`src/rtl/cmd_ring_parser_if.sv`:
```
// ---------------------------------------------------------------------------
// cmd_ring_parser_if
//   Groups the two handshakes of the command ring parser:
//     - ring queue show-ahead read port : q_empty, q_dout, q_pop
//     - dispatch beat port (valid/ready): cmd_valid, cmd_ready, cmd_data,
//                                         cmd_first, cmd_last
//   master : the parser (pops the queue, drives beats)
//   slave  : the environment (queue + downstream dispatch unit)
// ---------------------------------------------------------------------------
interface cmd_ring_parser_if;
  logic        q_empty;
  logic [63:0] q_dout;
  logic        q_pop;
  logic        cmd_valid;
  logic        cmd_ready;
  logic [63:0] cmd_data;
  logic        cmd_first;
  logic        cmd_last;

  modport master (
    input  q_empty, q_dout, cmd_ready,
    output q_pop, cmd_valid, cmd_data, cmd_first, cmd_last
  );

  modport slave (
    output q_empty, q_dout, cmd_ready,
    input  q_pop, cmd_valid, cmd_data, cmd_first, cmd_last
  );
endinterface

```
`src/rtl/cmd_ring_parser.sv`:
```
// ---------------------------------------------------------------------------
// cmd_ring_parser
//   Pops 64-bit words from the command ring queue and frames them into
//   header/payload commands for the dispatch unit. Header word layout:
//   [63:56] opcode, [55:48] payload count N, [47:0] operand.
//   NOP commands are dropped with their payload; FENCE blocks parsing until
//   the downstream reports idle; oversize headers are discarded with an
//   err_len pulse.
//
// Ports:
//   clk, rst_n   clock, synchronous active-low reset
//   bus          queue read port + output beat port (see cmd_ring_parser_if)
//   ds_idle      downstream has drained all issued commands
//   err_len      one-cycle pulse: header N > MAX_PAYLOAD
//   busy         parser mid-command / fenced, or a beat is pending
//   cmds_issued  headers accepted downstream (wraps)
// ---------------------------------------------------------------------------
module cmd_ring_parser #(
  parameter int          MAX_PAYLOAD = 32,
  parameter logic [7:0]  NOP_OP      = 8'h00,
  parameter logic [7:0]  FENCE_OP    = 8'hFF,
  parameter int          CNT_W       = 32
) (
  input  logic                 clk,
  input  logic                 rst_n,
  cmd_ring_parser_if.master    bus,
  input  logic                 ds_idle,
  output logic                 err_len,
  output logic                 busy,
  output logic [CNT_W-1:0]     cmds_issued
);

  typedef enum logic [1:0] {
    ST_HDR   = 2'd0,
    ST_PAY   = 2'd1,
    ST_DROP  = 2'd2,
    ST_FENCE = 2'd3
  } state_e;

  localparam logic [7:0] MAX_N = 8'(MAX_PAYLOAD);

  state_e             state_q, state_d;
  logic [7:0]         remaining_q, remaining_d;
  logic               cmd_valid_q, cmd_valid_d;
  logic [63:0]        cmd_data_q, cmd_data_d;
  logic               cmd_first_q, cmd_first_d;
  logic               cmd_last_q, cmd_last_d;
  logic               err_len_q, err_len_d;
  logic [CNT_W-1:0]   cmds_issued_q, cmds_issued_d;

  logic               slot_free;
  logic               pop;
  logic               load;
  logic               load_first;
  logic               load_last;
  logic [7:0]         hdr_op;
  logic [7:0]         hdr_n;

  assign hdr_op    = bus.q_dout[63:56];
  assign hdr_n     = bus.q_dout[55:48];
  // The output register can take a new beat if it is empty or being drained.
  assign slot_free = !cmd_valid_q || bus.cmd_ready;

  always_comb begin
    // NOTE: every signal written here gets a default first, otherwise a path
    // that skips the assignment would infer a latch.
    state_d       = state_q;
    remaining_d   = remaining_q;
    pop           = 1'b0;
    load          = 1'b0;
    load_first    = 1'b0;
    load_last     = 1'b0;
    err_len_d     = 1'b0;

    unique case (state_q)
      ST_HDR: begin
        if (!bus.q_empty) begin
          if (hdr_op == FENCE_OP) begin
            // FENCE carries no payload; its N field is ignored.
            pop     = 1'b1;
            state_d = ST_FENCE;
          end else if (hdr_n > MAX_N) begin
            // Discard the bad header; the next word is taken as a header.
            pop       = 1'b1;
            err_len_d = 1'b1;
          end else if (hdr_op == NOP_OP) begin
            // NOP never occupies the output slot, so it pops unconditionally.
            pop         = 1'b1;
            remaining_d = hdr_n;
            if (hdr_n != 8'd0) state_d = ST_DROP;
          end else if (slot_free) begin
            pop        = 1'b1;
            load       = 1'b1;
            load_first = 1'b1;
            load_last  = (hdr_n == 8'd0);
            if (hdr_n != 8'd0) begin
              remaining_d = hdr_n;
              state_d     = ST_PAY;
            end
          end
        end
      end

      ST_PAY: begin
        if (remaining_q == 8'd0) begin
          state_d = ST_HDR;
        end else if (!bus.q_empty && slot_free) begin
          pop         = 1'b1;
          load        = 1'b1;
          load_last   = (remaining_q == 8'd1);
          remaining_d = remaining_q - 8'd1;
          if (remaining_q == 8'd1) state_d = ST_HDR;
        end
      end

      ST_DROP: begin
        if (remaining_q == 8'd0) begin
          state_d = ST_HDR;
        end else if (!bus.q_empty) begin
          pop         = 1'b1;
          remaining_d = remaining_q - 8'd1;
          if (remaining_q == 8'd1) state_d = ST_HDR;
        end
      end

      ST_FENCE: begin
        // Wait until everything issued (including our own pending beat) is gone.
        if (ds_idle && !cmd_valid_q) state_d = ST_HDR;
      end

      default: state_d = ST_HDR;
    endcase

    // Output register: load a new beat, else drop the accepted one, else hold.
    cmd_valid_d = cmd_valid_q;
    cmd_data_d  = cmd_data_q;
    cmd_first_d = cmd_first_q;
    cmd_last_d  = cmd_last_q;
    if (load) begin
      cmd_valid_d = 1'b1;
      cmd_data_d  = bus.q_dout;
      cmd_first_d = load_first;
      cmd_last_d  = load_last;
    end else if (bus.cmd_ready) begin
      cmd_valid_d = 1'b0;
    end

    cmds_issued_d = cmds_issued_q;
    if (cmd_valid_q && bus.cmd_ready && cmd_first_q)
      cmds_issued_d = cmds_issued_q + CNT_W'(1);
  end

  // NOTE: sequential state uses non-blocking assignments only, so every flop
  // samples the pre-edge value of every other flop.
  always_ff @(posedge clk) begin
    if (!rst_n) begin
      state_q       <= ST_HDR;
      remaining_q   <= 8'd0;
      cmd_valid_q   <= 1'b0;
      cmd_data_q    <= 64'd0;
      cmd_first_q   <= 1'b0;
      cmd_last_q    <= 1'b0;
      err_len_q     <= 1'b0;
      cmds_issued_q <= '0;
    end else begin
      state_q       <= state_d;
      remaining_q   <= remaining_d;
      cmd_valid_q   <= cmd_valid_d;
      cmd_data_q    <= cmd_data_d;
      cmd_first_q   <= cmd_first_d;
      cmd_last_q    <= cmd_last_d;
      err_len_q     <= err_len_d;
      cmds_issued_q <= cmds_issued_d;
    end
  end

  // Gate with rst_n so no word is consumed while the parser is held in reset.
  assign bus.q_pop     = pop && rst_n;
  assign bus.cmd_valid = cmd_valid_q;
  assign bus.cmd_data  = cmd_data_q;
  assign bus.cmd_first = cmd_first_q;
  assign bus.cmd_last  = cmd_last_q;
  assign err_len       = err_len_q;
  assign busy          = (state_q != ST_HDR) || cmd_valid_q;
  assign cmds_issued   = cmds_issued_q;

endmodule

```
`src/flat_wrapper.sv`:
```
// flat-port wrapper written by rule: the top's interface ports become plain ports
module cmd_ring_parser_flat 
#(
  parameter int          MAX_PAYLOAD = 32,
  parameter logic [7:0]  NOP_OP      = 8'h00,
  parameter logic [7:0]  FENCE_OP    = 8'hFF,
  parameter int          CNT_W       = 32
)
  (clk, rst_n, ds_idle, err_len, busy, cmds_issued, bus_q_empty, bus_q_dout, bus_cmd_ready, bus_q_pop, bus_cmd_valid, bus_cmd_data, bus_cmd_first, bus_cmd_last);
  cmd_ring_parser_if bus_i ();
  input  logic clk;
  input  logic rst_n;
  input  logic ds_idle;
  output logic err_len;
  output logic busy;
  output logic [CNT_W-1:0] cmds_issued;
  input wire logic [$bits(bus_i.q_empty)-1:0] bus_q_empty;
  input wire logic [$bits(bus_i.q_dout)-1:0] bus_q_dout;
  input wire logic [$bits(bus_i.cmd_ready)-1:0] bus_cmd_ready;
  output wire logic [$bits(bus_i.q_pop)-1:0] bus_q_pop;
  output wire logic [$bits(bus_i.cmd_valid)-1:0] bus_cmd_valid;
  output wire logic [$bits(bus_i.cmd_data)-1:0] bus_cmd_data;
  output wire logic [$bits(bus_i.cmd_first)-1:0] bus_cmd_first;
  output wire logic [$bits(bus_i.cmd_last)-1:0] bus_cmd_last;
  assign bus_i.q_empty = bus_q_empty;
  assign bus_i.q_dout = bus_q_dout;
  assign bus_i.cmd_ready = bus_cmd_ready;
  assign bus_q_pop = bus_i.q_pop;
  assign bus_cmd_valid = bus_i.cmd_valid;
  assign bus_cmd_data = bus_i.cmd_data;
  assign bus_cmd_first = bus_i.cmd_first;
  assign bus_cmd_last = bus_i.cmd_last;
  cmd_ring_parser #(.MAX_PAYLOAD(MAX_PAYLOAD), .NOP_OP(NOP_OP), .FENCE_OP(FENCE_OP), .CNT_W(CNT_W)) u_core (.clk(clk), .rst_n(rst_n), .bus(bus_i), .ds_idle(ds_idle), .err_len(err_len), .busy(busy), .cmds_issued(cmds_issued));
endmodule
```
`config.mk`:
```
export PLATFORM = sky130hd
export DESIGN_NAME = cmd_ring_parser_flat
export DESIGN_NICKNAME = d
export VERILOG_FILES = /design/src/rtl/cmd_ring_parser_if.sv /design/src/rtl/cmd_ring_parser.sv /design/src/flat_wrapper.sv
export SDC_FILE = /design/constraint.sdc
export NUM_CORES = 1
export LEC_CHECK = 0
export BUFFER_PORTS_ARGS = -buffer_cell sky130_fd_sc_hd__clkbuf_2
export CAP_MARGIN = 20
export CORE_UTILIZATION = 45
export CTS_CLUSTER_SIZE = 25
export DETAILED_ROUTE_END_ITERATION = 6
export PLACE_DENSITY = 0.86
export SLEW_MARGIN = 20
export SYNTH_ARGS = -nofsm -noshare
export SYNTH_HDL_FRONTEND = slang
export SYNTH_SLANG_ARGS = --single-unit
```
`constraint.sdc`:
```
create_clock -name clk -period 2.2 [get_ports clk]
set_input_delay 0.44 -clock clk [delete_from_list [all_inputs] [get_ports clk]]
set_output_delay 0.44 -clock clk [all_outputs]
set_load 0.02 [all_outputs]
```
==> impl_metrics.tcl, run 1 <==
set metrics [dict create \
    dieArea_mm2 0.0112 \
    cts_tree "done" \
    via_per_inst 5.41 \
    numCtsBuffers 9 \
    relSlewSlack_pct 54.9 \
    clockRootBuffer "clkbuf_8" \
    maxCapViolCount 0 \
    postSynthCellCount 601 \
    grt_pass1_wl_mm 21.9 \
    wl_mm 13.6 \
    ir_drop_v 0.000489 \
    grt_use_total_pct 24.3 \
    worstPathRequired_ns 1.76 \
    n_fill_cell 936 \
    async_flop_share_pct 0 \
    skew_ns 0.00668 \
    gp_congestion 0.953 \
    slowest_stage "or3b_4" \
    fin_crit_ns 2.22 \
    yosysWarningCount 0 \
    area_growth_pct 31.6 \
    place_inst 915 \
    drive_gt1_share_pct 32.8 \
    cp_common_cell "a21oi_2" \
    synth_xor_area_share_pct 4.33 \
    first_pass_iters 5 \
    cts_sinks 110 \
    synth_mux_area_share_pct 0.824 \
    status "finished with violations" \
    tightest_slew_ns 0.674 \
    ys_seq_area_share_pct 45.3 \
    synth_area_per_cell_um2 8.08 \
    leakage_nw 2.69 \
    fin_ws_ns -0.0208 \
    avgRoutedWirePerCell_um 14.5 \
    synth_edf_count 0 \
    startpoint_type "register" \
    post-route-period-util_pct 101 \
    synth_compound_area_share_pct 15.8 \
    timing.fmax_mhz 450 \
    syn_area_mm2 0.00486 \
    slew_viol_final 0 \
    crit_type "reg -> out" \
    synth-simple-area-share_pct 27.1 \
    ys_seq_elements 110 \
    yosysUniqueCellTypes 50 \
    antenna_cells 0 \
    die_w_um 106 \
    drtAntennaViolNets 0 \
    crit_chain "inv_2 > ha_4 > or3b_4 > nor2_4 > a21oi_2 > a21oi_2 > nor3_2 > buf_4" \
    end_kind "output pin" \
    cp.arrival_ns 1.78 \
    hold_buffers 0 \
    io_buffer_count 170 \
    clkLatencyLatePin_ns 0.36 \
    vias 5078 \
    fin_cells 938 \
    setup_viol 1 \
    antenna_found_initial 0 \
    cts_max_path_buffers 2 \
    timing.setup.tns_ns -0.0208 \
    hold_viol 0 \
    p_total_mw 4.02 \
    dpl-instance-area_mm2 0.00607 \
    final_nets 874 \
    synthFlopType "dfxtp_1" \
    pin_count 171 \
    htree_levels 3 \
    dp_hpwl_mm 9.81 \
    drt_iter0_markers 416 \
    clk_pin_slew_ns 0.10 \
    synth_nets 678 \
    p_per_area_mw_per_mm2 629 \
    grt_pass1_vias 4700 \
    pre_cts_slack_ns -0.0785 \
    core_area_mm2 0.0104 \
    start_util_pct 46.6 \
    drc 0 \
    path_buf_inv 2 \
    num_rows 37 \
    max_stage_delay_ns 0.39 \
    rsz0062_at_grt "yes" \
    grt_max_degree 57 \
    synth_top_family_by_area "simple AND/OR/NAND/NOR gates" \
    cp_max_fo 2 \
    path_delay_family "simple AND/OR/NAND/NOR gates" \
    final_area_mm2 0.00639 \
    violations "negative setup slack" \
    grt_overflow 0 \
    synth_fa_ha_area_share_pct 2.06 \
    hp-class "in -> reg" \
    dieHeight_um 106 \
]
==> what timing repair did <==
item / 4_1_cts / 5_1_grt
pin swaps: 3 / 3
resized for setup: 19 / 7
buffers inserted: 5 / 2
endpoints found under the setup margin: 1 / 59
==> cell families after synthesis <==
family | count (synthesis)
and+or+nand+nor | 284
adders and majority gates | 8
AOI/OAI and AO/OA | 125
buffers and inverters | 46
DFF | 110
muxes | 4
xor gates and xnor gates | 24
==> final timing paths <==
check	slack, ns	cells after the start	from	endpoint
worst max-delay path	-0.02	8	u_core.remaining_q[1]$_SDFFE_PN0P_	bus_q_pop
worst min-delay path	0.30	3	bus_q_dout[11]	u_core.bus.cmd_data[11]$_SDFFE_PN0P_
worst min register to register	0.45	2	u_core.bus.cmd_data[27]$_SDFFE_PN0P_	u_core.bus.cmd_data[27]$_SDFFE_PN0P_
worst max register to register	0.05	10	u_core.remaining_q[1]$_SDFFE_PN0P_	u_core.bus.cmd_data[17]$_SDFFE_PN0P_
==> cells in the mapped netlist (7+ instances only) <==
library cell,n,area share [%]
nand4_1,18,2.3
nand3_1,12,1.2
dfxtp_1,110,45
nor4_1,7,0.90
a21oi_1,79,8.1
clkbuf_1,20,1.5
xor2_1,18,3.2
o31ai_1,7,1.1
ha_1,8,2.1
or4_1,9,1.4
inv_1,15,1.2
nand2_1,162,13
nor2_1,38,2.9
==> metrics by stage <==
stage	utilization, %	hold WS [ns]
after floorplan	-	0.453
after global placement	58.2	0.437
after detailed placement	58.2	0.444
after CTS	61.0	0.264
after global routing	61.4	0.269
final	61.4	0.297
==> report_power, final <==
part	leakage, nW	switching (mW)	internal, mW
clock network	0.0964	0.666	0.526
logic	1.70	0.423	0.300
registers	0.892	0.0455	2.06
==> area by class of cell <==
cell class                      count  area (um^2)  area share, %
Inverter                           15         56.3          0.881
Clock buffer                       10          128           2.00
Timing Repair Buffer              216         1260           19.7
Clock inverter                      6         61.3          0.959
Multi-Input combinational cell    445         2510           39.2
Tap cell                          136          170           2.66
Sequential cell                   110         2210           34.5
==> cells in the final DEF (no fill, tap or decap), drive strengths merged, types with 3 or more instances in the layout <==
| cell type | instances |
|---|---|
| o211ai | 3 |
| and2 | 4 |
| nand2 | 162 |
| a21oi | 79 |
| xor2 | 18 |
| o31ai | 7 |
| and4 | 3 |
| xnor2 | 6 |
| nor4 | 10 |
| and3 | 5 |
| dfxtp | 110 |
| nand3 | 12 |
| ha | 8 |
| clkinv | 3 |
| o21ai | 12 |
| clkbuf | 179 |
| o41ai | 5 |
| or2 | 3 |
| nor3 | 5 |
| inv | 16 |
| nand4 | 18 |
| or3 | 6 |
| nand2b | 3 |
| or4 | 9 |
| nor2 | 38 |
| o2111ai | 3 |
| buf | 47 |
| mux2i | 4 |
==> registers in the layout (all words and copies together), names as in the netlist <==
signal / count
u_core.bus.cmd_data: 64
u_core.bus.cmd_first: 1
u_core.bus.cmd_last: 1
u_core.bus.cmd_valid: 1
u_core.cmds_issued: 32
u_core.err_len: 1
u_core.remaining_q: 8
u_core.state_q: 2
==> layer usage <==
metal	vias to the layer above	global-route usage, %	wire length [um]	part of all wire (%)
met3	35	5.33	1050	7.7
met5	-	0	0	0
li1	2466	-	-	-
met1	2346	30.1	5670	42
met4	0	9.52	333	2.5
met2	231	41.0	6530	48
==> worst register-to-register path: stages (launching register included) <==
cell	delay, ns
dfxtp_2	0.33
inv_2	0.07
ha_4	0.13
or3b_4	0.39
buf_4	0.17
o2111ai_2	0.30
o41ai_4	0.13
buf_4	0.17
buf_12	0.16
nand2_1	0.08
a21oi_1	0.07
(Power assumes the default switching activity.)
==> run 2: changes to the inputs <==
--- a/config.mk
+++ b/config.mk
@@ -5,12 +5,13 @@
 export SDC_FILE = /design/constraint.sdc
 export NUM_CORES = 1
 export LEC_CHECK = 0
-export BUFFER_PORTS_ARGS = -buffer_cell sky130_fd_sc_hd__clkbuf_2
 export CAP_MARGIN = 20
-export CORE_UTILIZATION = 45
+export CORE_UTILIZATION = 56
 export CTS_CLUSTER_SIZE = 25
 export DETAILED_ROUTE_END_ITERATION = 6
-export PLACE_DENSITY = 0.86
+export DONT_BUFFER_PORTS = 1
+export GPL_ROUTABILITY_DRIVEN = 0
+export PLACE_DENSITY = 0.81
 export SLEW_MARGIN = 20
 export SYNTH_ARGS = -nofsm -noshare
 export SYNTH_HDL_FRONTEND = slang
==> constraint.sdc (replaced) <==
create_clock -name clk -period 2.8 [get_ports clk]
set_input_delay 0.56 -clock clk [delete_from_list [all_inputs] [get_ports clk]]
set_output_delay 0.56 -clock clk [all_outputs]
set_load 0.02 [all_outputs]
==> run 2 against run 1 <==
Against the previous run: the flow now finishes without violations; worst setup slack better by 0.21 ns; die area shrank 19%; clock-buffer cell count fell by 1; largest cell class unchanged; largest power group unchanged.
==> impl_metrics.tcl, run 2 (synthesis results as in run 1) <==
set metrics [dict create \
    p_clk_share_pct 30.8 \
    vias 4216 \
    cp_max_fo 5 \
    pwr-share-comb_pct 10.9 \
    fin_cells 703 \
    final_nets 671 \
    n_fill_cell 690 \
    tightest_slew_ns 0.650 \
    grt_overflow 0 \
    first_pass_iters 5 \
    cts_max_path_buffers 2 \
    cp_common_cell "a21oi_1" \
    use_met3_pct 8.13 \
    layout_common_cells "nand2_1 (162), dfxtp_1 (110), a21oi_1 (79)" \
    grt_max_degree 66 \
    hp-class "in -> reg" \
    p_per_area_mw_per_mm2 571 \
    fin_ws_ns 0.186 \
    skew_ns 0.0139 \
    drc 0 \
    timing.fmax_mhz 383 \
    largest_register_ffs 64 \
    leakage_nw 1.74 \
    grt_pass1_vias 4048 \
    drtAntennaViolNets 0 \
    multi_input_area_mm2 0.00244 \
    path_delay_family "simple AND/OR/NAND/NOR gates" \
    p_sw_uw 869 \
    cp.arrival_ns 2.05 \
    place_inst 688 \
    switching_share_pct 29.6 \
    cts_tree "done" \
    final_common_cell "nand2_1" \
    dieHeight_um 95.1 \
    crit_type "reg -> out" \
    io_buffer_count 0 \
    crit_chain "inv_1 > ha_2 > or3b_4 > nor2_2 > a21oi_1 > a21oi_1 > nor3_1 > buf_4" \
    core_area_mm2 0.00830 \
    fin_crit_ns 2.61 \
    worstPathRequired_ns 2.24 \
    via_per_inst 6.00 \
    area_growth_pct 5.67 \
    maxCapViolCount 0 \
    grt_use_total_pct 25.5 \
    grt_pass1_wl_mm 18.2 \
    p_seq_share_pct 58.3 \
    setup_viol 0 \
    pre_cts_slack_ns 0.323 \
    dp_hpwl_mm 8.38 \
    slew_viol_final 0 \
    avgRoutedWirePerCell_um 16.9 \
    path_buf_inv 2 \
    start_util_pct 58.5 \
    drt_iter0_markers 244 \
    drive_gt1_share_pct 7.19 \
    status "finished, final reports clean" \
    pin_count 171 \
    met2_usage_pct 44.0 \
    htree_levels 3 \
    clkLatencyLatePin_ns 0.38 \
    cts_sinks 110 \
    slowest_stage "or3b_4" \
    p_int_mw 2.06 \
    antenna_cells 0 \
    end_kind "output pin" \
    wl_mm 11.9 \
    final-seq-area_mm2 0.00220 \
    timing.setup.tns_ns 0 \
    clockRootBuffer "clkbuf_8" \
    die_w_um 95.1 \
    finish.utilization_pct 61.8 \
    grt_use_met1_pct 29.3 \
    dieArea_mm2 0.00905 \
    relSlewSlack_pct 56.3 \
    clk_pin_slew_ns 0.11 \
    startpoint_type "register" \
    rsz0062_at_grt "no" \
    post-route-period-util_pct 93.3 \
    numCtsBuffers 9 \
    hold_viol 0 \
    ir_drop_v 0.000274 \
    antenna_found_initial 0 \
    num_rows 33 \
    fin_hold_ws_ns 0.305 \
    cts_setup_buffers 0 \
    max_stage_delay_ns 0.42 \
    grt_busiest_layer "met2" \
]
## run 2: area by class of cell
type                            instances  share of cell area, %
Clock buffer                            9                   2.41
Tap cell                              105                   2.56
Inverter                               15                   1.10
Clock inverter                          6                   1.10
Multi-Input combinational cell        445                   47.5
Timing Repair Buffer                   13                   2.39
Sequential cell                       110                   42.9
## run 2: stage by stage
stage / power [mW] / area [um^2]
global placement: 2.04 / 4940
global route: 3.04 / 5130
CTS: 2.92 / 5120
finish: 2.93 / 5130
floorplan: 1.98 / 4860
detailed placement: 2.05 / 4940
## run 2: repair_timing
action	4_1_cts	5_1_grt
hold buffers	0	0
resized for setup	0	3
endpoints found under the hold margin	0	0
setup endpoints to repair	0	1
## run 2: worst paths after layout
check / cells after the start / start / slack, ns / endpoint
setup / recovery: 8 / u_core.remaining_q[0]$_SDFFE_PN0P_ / 0.19 / bus_q_pop
hold / removal: 2 / bus_q_dout[28] / 0.30 / u_core.bus.cmd_data[28]$_SDFFE_PN0P_
setup reg to reg: 7 / u_core.state_q[0]$_SDFFE_PN0P_ / 0.45 / u_core.bus.cmd_last$_SDFFE_PN0P_
hold reg to reg: 2 / u_core.remaining_q[7]$_SDFFE_PN0P_ / 0.50 / u_core.remaining_q[7]$_SDFFE_PN0P_
## run 2: per-layer routing
layer,share of wire (%),vias to the layer above
met5,0,-
met3,9.8,27
met1,39,1923
met4,1.9,0
met2,49,212
li1,-,2054
## run 2: power groups by stage
stage	clock network [mW]	logic (mW)	registers, mW
2_1_floorplan	0	0.253	1.73
3_3_place_gp	0	0.297	1.74
3_5_place_dp	0	0.304	1.74
4_1_cts	0.903	0.307	1.71
5_1_grt	0.973	0.352	1.72
6_report	0.903	0.320	1.71
## run 2: worst register-to-register path: stages (launching register included)
cell and delay (ns):
dfxtp_1 0.36, inv_1 0.11, ha_1 0.30, nor2b_1 0.27, nand2_1 0.16, or4_1 0.48, or4_1 0.44, a31oi_1 0.17
==> run 3: changes to the inputs <==
--- a/config.mk
+++ b/config.mk
@@ -11,6 +11,7 @@
 export DETAILED_ROUTE_END_ITERATION = 6
 export DONT_BUFFER_PORTS = 1
 export GPL_ROUTABILITY_DRIVEN = 0
+export MAX_ROUTING_LAYER = met4
 export PLACE_DENSITY = 0.81
 export SLEW_MARGIN = 20
 export SYNTH_ARGS = -nofsm -noshare
==> constraint.sdc (replaced) <==
create_clock -name clk -period 2.74 [get_ports clk]
set_input_delay 0.548 -clock clk [delete_from_list [all_inputs] [get_ports clk]]
set_output_delay 0.548 -clock clk [all_outputs]
set_load 0.02 [all_outputs]
==> run 3 against run 2 <==
Against the previous run: flip-flop and latch count is the same; wire length decreased by 1.3%; register-to-register slack worse by 0.05 ns; cell count up 0.57%.
==> impl_metrics.tcl, run 3 (synthesis results as in run 1) <==
set metrics [dict create \
    p_total_mw 3.03 \
    final_nets 674 \
    clockRootBuffer "clkbuf_8" \
    die_w_um 95.1 \
    leakage_nw 1.76 \
    avgRoutedWirePerCell_um 16.6 \
    status "finished, final reports clean" \
    layout_common_cells "nand2_1 (162), dfxtp_1 (110), a21oi_1 (79)" \
    fin_crit_ns 2.63 \
    numCtsBuffers 9 \
    start_util_pct 58.5 \
    grt_overflow 0 \
    holdCritStartpoint "bus_q_dout[52]" \
    via_per_inst 6.04 \
    final-seq-area_mm2 0.00220 \
    rr_startpoint "u_core.cmds_issued[13]$_SDFFE_PN0P_" \
    first_pass_iters 5 \
    pin_count 171 \
    pwr-share-comb_pct 10.9 \
    multi_input_area_mm2 0.00244 \
    setup_viol 0 \
    path_buf_inv 2 \
    grt_max_degree 65 \
    end_kind "output pin" \
    finish.utilization_pct 62.2 \
    max_stage_delay_ns 0.42 \
    antenna_found_initial 0 \
    startpoint_type "register" \
    skew_ns 0.0182 \
    area_growth_pct 6.36 \
    dp_hpwl_mm 8.37 \
    timing.setup.tns_ns 0 \
    clk_pin_slew_ns 0.12 \
    core_area_mm2 0.00830 \
    cp_common_cell "a21oi_1" \
    n_fill_cell 719 \
    timing.fmax_mhz 380 \
    wl_mm 11.7 \
    ir_drop_v 0.000408 \
    worstPathRequired_ns 2.19 \
    p_int_mw 2.12 \
    dieHeight_um 95.1 \
    cts_max_path_buffers 2 \
    drive_gt1_share_pct 7.81 \
    grt_use_total_pct 25.5 \
    vias 4268 \
    crit_chain "inv_1 > ha_2 > or3b_4 > nor2_2 > a21oi_1 > a21oi_1 > nor3_1 > buf_4" \
    slowest_stage "or3b_4" \
    cp.arrival_ns 2.08 \
    cp_max_fo 5 \
    p_seq_share_pct 57.7 \
    startpoint "u_core.remaining_q[0]$_SDFFE_PN0P_" \
    cts_sinks 110 \
    grt_pass1_vias 3950 \
    dieArea_mm2 0.00905 \
    cts_setup_buffers 0 \
    p_per_area_mw_per_mm2 586 \
    rsz0062_at_grt "no" \
    num_rows 33 \
    hp-class "in -> reg" \
    switching_share_pct 29.9 \
    post-route-period-util_pct 96.0 \
    hold_viol 0 \
    drtAntennaViolNets 0 \
    largest_register_ffs 64 \
    crit_type "reg -> out" \
    clkLatencyLatePin_ns 0.37 \
    slew_viol_final 0 \
    tightest_slew_ns 0.640 \
    relSlewSlack_pct 57.2 \
    drt_iter0_markers 144 \
    p_clk_share_pct 31.4 \
    grt_pass1_wl_mm 17.7 \
    htree_levels 3 \
    p_sw_uw 905 \
    final_common_cell "nand2_1" \
    maxCapViolCount 0 \
    cts_tree "done" \
    io_buffer_count 0 \
    path_delay_family "simple AND/OR/NAND/NOR gates" \
    drc 0 \
    antenna_cells 0 \
]
-- run 3: power groups by stage --
stage | logic (mW) | registers, mW | clock network, mW
after floorplan | 0.258 | 1.77 | 0
after global placement | 0.307 | 1.78 | 0
after detailed placement | 0.315 | 1.78 | 0
after CTS | 0.317 | 1.75 | 0.958
after global routing | 0.361 | 1.75 | 1.01
final | 0.330 | 1.75 | 0.949
-- run 3: worst reg2reg max path, delay by kind of cell (launching register included) --
| kind | cells | cell delay, ns |
|---|---|---|
| simple gates | 4 | 1.58 |
| flops | 1 | 0.53 |
| compound gates | 1 | 0.16 |
-- run 3: final timing paths --
check	endpoint	slack, ns	cells after the start
setup reg to reg	u_core.cmds_issued[29]$_SDFFE_PN0P_	0.40	5
setup / recovery	bus_q_pop	0.11	8
hold reg to reg	u_core.remaining_q[7]$_SDFFE_PN0P_	0.51	2
hold / removal	u_core.bus.cmd_data[52]$_SDFFE_PN0P_	0.30	2
-- run 3: metal layers --
layer | share of wire [%] | wire length, um | global-route usage (%)
met5 | 0 | 0 | -
met4 | 2.3 | 265 | 11.4
met2 | 48 | 5670 | 41.8
met1 | 39 | 4580 | 28.6
met3 | 10 | 1200 | 7.58
-- run 3: through the flow --
| stage | setup slack [ns] | instances | hold WS [ns] | cell area (um^2) |
|---|---|---|---|---|
| finish | 0.110 | 707 | 0.304 | 5170 |
| global route | 0.0322 | 707 | 0.283 | 5170 |
| CTS | 0.00518 | 707 | 0.288 | 5160 |
| detailed placement | 0.321 | 691 | 0.494 | 4970 |
| global placement | 0.368 | 691 | 0.471 | 4970 |
| floorplan | 0.505 | 601 | 0.453 | 4860 |
-- run 3: cell type report --
type                    count  area share (%)
inverters                  15            1.09
well taps                 105            2.54
clock buffers               9            2.40
flip-flops and latches    110            42.6
clock inverters             7            1.31
repair buffers             16            2.81
multi-input cells         445            47.2
-- run 3: repair_timing --
item                                    in CTS  in global routing
endpoints found under the setup margin       1                  1
resized for setup                            1                  2
hold buffers                                 0                  0
